===== src/rtl/alu_cmd_seq_pkg.sv =====
// Shared types and instruction-field helpers for the ALU command sequencer.
// Instruction word layout is {cmd, rd, ra, rb} with cmd in the MSBs.
package alu_cmd_seq_pkg;

  localparam int RA_BW = 2;

  // HALT is the all-ones command; users slice the low I_BW bits.
  localparam logic [31:0] HALT_OP = '1;

  typedef enum logic [2:0] {
    IDLE,
    FETCH,
    LOAD,
    ISSUE,
    WAIT_RES,
    DONE
  } state_t;

  // Helpers take a zero-extended instruction word so they work for any I_BW.
  function automatic logic [31:0] instr_cmd(input logic [31:0] instr);
    return instr >> (3 * RA_BW);
  endfunction

  function automatic logic [RA_BW-1:0] instr_rd(input logic [31:0] instr);
    return instr[2*RA_BW +: RA_BW];
  endfunction

  function automatic logic [RA_BW-1:0] instr_ra(input logic [31:0] instr);
    return instr[RA_BW +: RA_BW];
  endfunction

  function automatic logic [RA_BW-1:0] instr_rb(input logic [31:0] instr);
    return instr[0 +: RA_BW];
  endfunction

endpackage


===== src/rtl/alu_seq_rf.sv =====
// 4-entry register file: two combinational operand reads, one debug read,
// one synchronous write port, cleared synchronously by rst.
module alu_seq_rf
  import alu_cmd_seq_pkg::*;
#(
  parameter int D_BW = 4
) (
  input  logic             clk,
  input  logic             rst,
  input  logic             we,
  input  logic [RA_BW-1:0] wa,
  input  logic [D_BW-1:0]  wd,
  input  logic [RA_BW-1:0] ra_a,
  output logic [D_BW-1:0]  rd_a,
  input  logic [RA_BW-1:0] ra_b,
  output logic [D_BW-1:0]  rd_b,
  input  logic [RA_BW-1:0] dbg_addr,
  output logic [D_BW-1:0]  dbg_data
);

  localparam int DEPTH = 2 ** RA_BW;

  logic [D_BW-1:0] entry [DEPTH];

  for (genvar gi = 0; gi < DEPTH; gi++) begin : g_entry
    logic [D_BW-1:0] val_reg;

    always_ff @(posedge clk) begin
      if (rst) begin
        val_reg <= '0;
      end else if (we && (wa == RA_BW'(gi))) begin
        val_reg <= wd;
      end
    end

    assign entry[gi] = val_reg;
  end

  assign rd_a     = entry[ra_a];
  assign rd_b     = entry[ra_b];
  assign dbg_data = entry[dbg_addr];

endmodule


===== src/rtl/alu_cmd_seq.sv =====
// ALU command sequencer: fetches {cmd,rd,ra,rb} words, issues one ALU command
// per instruction, waits (bounded) for the result and writes it back.
module alu_cmd_seq
  import alu_cmd_seq_pkg::*;
#(
  parameter int I_BW   = 4,
  parameter int D_BW   = 4,
  parameter int PC_BW  = 4,
  parameter int TO_CYC = 8
) (
  input  logic                      clk,
  input  logic                      rst,
  input  logic                      start,
  output logic                      busy,
  output logic                      done,
  output logic                      err,
  output logic                      pm_rd,
  output logic [PC_BW-1:0]          pm_addr,
  input  logic [I_BW+3*RA_BW-1:0]   pm_data,
  output logic                      alu_en,
  output logic [I_BW-1:0]           alu_cmd,
  output logic [D_BW-1:0]           alu_da,
  output logic [D_BW-1:0]           alu_db,
  input  logic [D_BW-1:0]           alu_res,
  input  logic                      alu_vld,
  input  logic [RA_BW-1:0]          dbg_addr,
  output logic [D_BW-1:0]           dbg_data
);

  localparam int                IW       = I_BW + 3 * RA_BW;
  localparam int                CNT_BW   = (TO_CYC > 1) ? $clog2(TO_CYC) : 1;
  localparam logic [PC_BW-1:0]  PC_LAST  = '1;
  localparam logic [CNT_BW-1:0] CNT_LAST = CNT_BW'(TO_CYC - 1);
  localparam logic [I_BW-1:0]   HALT_CMD = HALT_OP[I_BW-1:0];

  state_t            state_reg;
  logic [PC_BW-1:0]  pc_reg;
  logic [PC_BW-1:0]  pm_addr_reg;
  logic [RA_BW-1:0]  rd_reg;
  logic [CNT_BW-1:0] to_cnt_reg;
  logic              err_reg;
  logic              done_reg;
  logic              alu_en_reg;
  logic [I_BW-1:0]   alu_cmd_reg;
  logic [D_BW-1:0]   alu_da_reg;
  logic [D_BW-1:0]   alu_db_reg;

  logic [I_BW-1:0]   ld_cmd;
  logic [RA_BW-1:0]  ld_ra;
  logic [RA_BW-1:0]  ld_rb;
  logic [D_BW-1:0]   rf_da;
  logic [D_BW-1:0]   rf_db;
  logic              rf_we;
  logic [PC_BW-1:0]  pc_inc;

  // Operands are read straight off pm_data in LOAD so they are ready to be
  // registered onto alu_da/alu_db for the ISSUE cycle.
  assign ld_cmd = I_BW'(instr_cmd(32'(pm_data)));
  assign ld_ra  = instr_ra(32'(pm_data));
  assign ld_rb  = instr_rb(32'(pm_data));
  assign rf_we  = (state_reg == WAIT_RES) && alu_vld;
  assign pc_inc = pc_reg + PC_BW'(1);

  alu_seq_rf #(
    .D_BW(D_BW)
  ) u_rf (
    .clk      (clk),
    .rst      (rst),
    .we       (rf_we),
    .wa       (rd_reg),
    .wd       (alu_res),
    .ra_a     (ld_ra),
    .rd_a     (rf_da),
    .ra_b     (ld_rb),
    .rd_b     (rf_db),
    .dbg_addr (dbg_addr),
    .dbg_data (dbg_data)
  );

  always_ff @(posedge clk) begin
    if (rst) begin
      state_reg   <= IDLE;
      pc_reg      <= '0;
      pm_addr_reg <= '0;
      rd_reg      <= '0;
      to_cnt_reg  <= '0;
      err_reg     <= 1'b0;
      done_reg    <= 1'b0;
      alu_en_reg  <= 1'b0;
      alu_cmd_reg <= '0;
      alu_da_reg  <= '0;
      alu_db_reg  <= '0;
    end else begin
      alu_en_reg <= 1'b0;
      done_reg   <= 1'b0;
      unique case (state_reg)
        IDLE: begin
          if (start) begin
            pc_reg      <= '0;
            pm_addr_reg <= '0;
            err_reg     <= 1'b0;
            state_reg   <= FETCH;
          end
        end
        FETCH: state_reg <= LOAD;
        LOAD: begin
          rd_reg <= instr_rd(32'(pm_data));
          if (ld_cmd == HALT_CMD) begin
            done_reg  <= 1'b1;
            state_reg <= DONE;
          end else begin
            alu_en_reg  <= 1'b1;
            alu_cmd_reg <= ld_cmd;
            alu_da_reg  <= rf_da;
            alu_db_reg  <= rf_db;
            state_reg   <= ISSUE;
          end
        end
        ISSUE: begin
          to_cnt_reg <= '0;
          state_reg  <= WAIT_RES;
        end
        WAIT_RES: begin
          // TO_CYC wait cycles are allowed; a result on the last one still counts.
          if (alu_vld) begin
            if (pc_reg == PC_LAST) begin
              done_reg  <= 1'b1;
              state_reg <= DONE;
            end else begin
              pc_reg      <= pc_inc;
              pm_addr_reg <= pc_inc;
              state_reg   <= FETCH;
            end
          end else if (to_cnt_reg == CNT_LAST) begin
            err_reg   <= 1'b1;
            done_reg  <= 1'b1;
            state_reg <= DONE;
          end else begin
            to_cnt_reg <= to_cnt_reg + CNT_BW'(1);
          end
        end
        DONE:    state_reg <= IDLE;
        default: state_reg <= IDLE;
      endcase
    end
  end

  assign busy    = (state_reg != IDLE);
  assign pm_rd   = (state_reg == FETCH);
  assign pm_addr = pm_addr_reg;
  assign done    = done_reg;
  assign err     = err_reg;
  assign alu_en  = alu_en_reg;
  assign alu_cmd = alu_cmd_reg;
  assign alu_da  = alu_da_reg;
  assign alu_db  = alu_db_reg;

endmodule


===== config.mk =====
export PLATFORM = sky130hd
export DESIGN_NAME = alu_cmd_seq
export DESIGN_NICKNAME = d
export VERILOG_FILES = /design/src/rtl/alu_cmd_seq_pkg.sv /design/src/rtl/alu_seq_rf.sv /design/src/rtl/alu_cmd_seq.sv
export SDC_FILE = /design/constraint.sdc
export NUM_CORES = 1
export LEC_CHECK = 0
export CAP_MARGIN = 20
export CORE_ASPECT_RATIO = 1.2
export CORE_MARGIN = 2
export CORE_UTILIZATION = 46
export CTS_CLUSTER_SIZE = 10
export DETAILED_ROUTE_END_ITERATION = 8
export PLACE_DENSITY = 0.81
export REMOVE_ABC_BUFFERS = 1
export SLEW_MARGIN = 20
export SYNTH_ARGS = -nofsm -noshare
export SYNTH_HDL_FRONTEND = slang
export SYNTH_HIERARCHICAL = 1
export SYNTH_SLANG_ARGS = --single-unit

===== constraint.sdc =====
create_clock -name clk -period 1.7 [get_ports clk]
set_input_delay 0.34 -clock clk [delete_from_list [all_inputs] [get_ports clk]]
set_output_delay 0.34 -clock clk [all_outputs]
set_load 0.02 [all_outputs]

==> out/results.txt <==
Outcome: completed
Synthesized netlist cell count: 214
Final core utilization: 0.649
Row cnt: 27
First-pass GRT wire length: 8970 microns
Slew Limit Headroom: 0.718
R2R cell count: 4
CP startpoint kind: register
Final critical-path required period: 1.67 ns
Fmax: 598 MHz
Port bufs: 44
Pleak: 1.25 nW
Pwr per Cell Area: 678 mW/mm^2
Filler cells: 386
Synth Cell Area: 0.00218 sq mm
Drt wl/cell: 15.5 microns
CTS root buf: clkbuf_8
Worst IR Drop VDD: 0.470 mV
DR iter-0 viols: 147
Yosys Warn Count: 6
Worst Tran Pin Value: 0.411 ns
Average size of a mapped cell: 10.2 sq um
Final hold violation count: 0
Layout cells sized above 1: 0.258
Largest net degree at the start of global routing: 19
Nets: 309
CTS Hold Bufs: 0
Final max-slew violation count: 0
RR Endpoint: pm_addr[3]
I/O Pins: 45
Ys flop type: dfxtp_1
Antenna viol nets, final: 0
Grt total ovfl: 0
Setup Viol. Count Final: 0
Final Cycle Share: 0.983
Critical path type: register to register
Unique masters post-synth: 41
Reg2Reg Setup Slack: 0.03 ns
Drc violations: 0
CP max FO: 8
Worst-skew pair later-pin latency: 0.30 ns
Seq/Total Area, Yosys: 0.395
Ant. Diodes: 0
Core box area: 0.00456 sq mm
Initial antenna violation count: 0
Initial core utilization: 0.478
WP data arrival: 1.86 ns
Die Width: 66.8 microns
Async set-reset flop share out of synthesis: 0
Reg2reg start: state_reg[0]
Number of clock sinks: 43
Routed vias/inst: 5.55
Syn-to-layout area delta: 35.9%
Hold depth: 2
Routed via count: 1914
Die height: 79.4 microns
Cell taking the most area after synthesis: dfxtp_1
Final GP Congestion: 0.813
Critical path endpoint category: register
Routed wire length: 5340 microns
Number of synthesized register bits: 43
TritonCTS clock tree: done
Reg clk slew, reported paths: 0.08 ns
Top-area cell type share of the netlist area: 0.395
Dpl hpwl: 4020 microns
Longest Clk Path Bufs: 2
Vias in the first global route: 1893
Hold WS: 0.467 ns
Die area: 0.00530 sq mm
Hold EP: err
Initial DRT Pass Iterations: 4
Setup TNS: 0 ns
Synth area leaders: dfxtp_1 (40%), mux4_2 (12%), mux2i_1 (8.7%), nand2b_1 (6.3%), a21oi_1 (5.3%)
Num CTS Buffers: 5
Number of synthesized flops with an enable pin: 0
Skew final: 0.00593 ns
Largest register FFs: 16
Source of the worst hold timing path: err
Total GRT Usage: 0.229
MaxCap Viol Count: 0
Hold Crit Class: register to register
Critical Path RT: 1.88 ns
H-tree depth: 2
-- how the worst max path moves through the flow --
stage                 startpoint             to  depth (start not counted)
global route        state_reg[0]     pm_addr[3]                          4
CTS                  dbg_addr[0]    dbg_data[3]                          3
floorplan           state_reg[2]  to_cnt_reg[0]                          3
finish              state_reg[0]     pm_addr[3]                          4
detailed placement   dbg_addr[1]    dbg_data[2]                          3
global placement     dbg_addr[1]    dbg_data[0]                          3
-- routing by layer --
metal  global-route usage  share of wire
met3               0.0578          0.037
met2                0.395           0.53
met5                    0              0
met4               0.0898          0.019
met1                0.269           0.41
-- through the flow --
stage | std cells | setup slack (ns) | total power [mW] | area (sq um)
floorplan | 199 | 0.173 | 1.20 | 2090
global placement | 337 | -0.685 | 1.37 | 2870
detailed placement | 337 | -0.702 | 1.38 | 2870
CTS | 345 | 0.00530 | 2.01 | 2950
global route | 345 | -0.0153 | 2.11 | 2960
finish | 345 | 0.0291 | 2.01 | 2960
-- worst max-delay path, cell delays in order, from the launching register on --
cell and delay [ns]:
dfxtp_1 0.34, buf_4 0.17, or4b_2 0.74, or3b_2 0.24, mux2i_1 0.06
-- synthesized netlist by cell type (4+ instances only) --
master	n
dfxtp_1	43
a21oi_1	23
nand2b_1	22
mux2i_1	19
nand3_1	13
mux4_2	12
clkbuf_1	8
o21ai_0	8
nand2_1	7
nor2_1	6
nor3_1	6
nand3b_1	4
-- cell usage in the layout (no fill, tap or decap), types with 2 or more instances in the layout --
| cell | synthesis | layout |
|---|---|---|
| a21oi_1 | 23 | 23 |
| a31oi_1 | 2 | 2 |
| and4_1 | 2 | 2 |
| buf_2 | 3 | 4 |
| buf_4 | 1 | 36 |
| clkbuf_8 | 0 | 5 |
| clkdlybuf4s50_1 | 0 | 32 |
| clkinvlp_4 | 0 | 2 |
| dfxtp_1 | 43 | 41 |
| dfxtp_2 | 0 | 2 |
| dlygate4sd2_1 | 0 | 2 |
| dlymetal6s2s_1 | 1 | 4 |
| ha_1 | 3 | 3 |
| inv_1 | 2 | 2 |
| mux2i_1 | 19 | 19 |
| mux4_2 | 12 | 12 |
| nand2_1 | 7 | 7 |
| nand2b_1 | 22 | 22 |
| nand3_1 | 13 | 13 |
| nand3b_1 | 4 | 4 |
| nor2_1 | 6 | 6 |
| nor3_1 | 6 | 6 |
| nor3b_2 | 1 | 2 |
| o211ai_1 | 3 | 3 |
| o21ai_0 | 8 | 8 |
| o31ai_1 | 2 | 2 |
| or3_2 | 2 | 2 |
| or3b_1 | 2 | 2 |
| or4_1 | 2 | 2 |
-- report_power, final --
part           total, mW  internal, mW  switching [mW]
Sequential          1.05          1.03          0.0178
Combinational      0.308         0.159           0.150
Clock              0.654         0.286           0.368
Total               2.01          1.47           0.535
-- what timing repair did --
item                       CTS  global route
gates resized for setup     25             9
cloned                       0             0
setup buffers                0             0
setup endpoints to repair    6             8
-- cell type report --
cell class | instances | area [sq um] | share of cell area
repair buffers | 80 | 701 | 0.237
multi-input cells | 154 | 1230 | 0.415
flip-flops and latches | 43 | 863 | 0.292
clock buffers | 5 | 68.8 | 0.0232
inverters | 2 | 7.51 | 0.00254
clock inverters | 3 | 20.0 | 0.00676
well taps | 58 | 72.6 | 0.0245
-- logic make-up after synthesis --
| kind of cell | Yosys count | synth area share |
|---|---|---|
| AOI/OAI and AO/OA | 40 | 0.102 |
| xor gates and xnor gates | 1 | 0.00402 |
| adders and majority gates | 3 | 0.0172 |
| buffers and inverters | 17 | 0.0437 |
| DFF | 43 | 0.395 |
| muxes | 31 | 0.211 |
| and+or+nand+nor | 79 | 0.227 |
No activity file was read; power rests on OpenSTA's default activity.
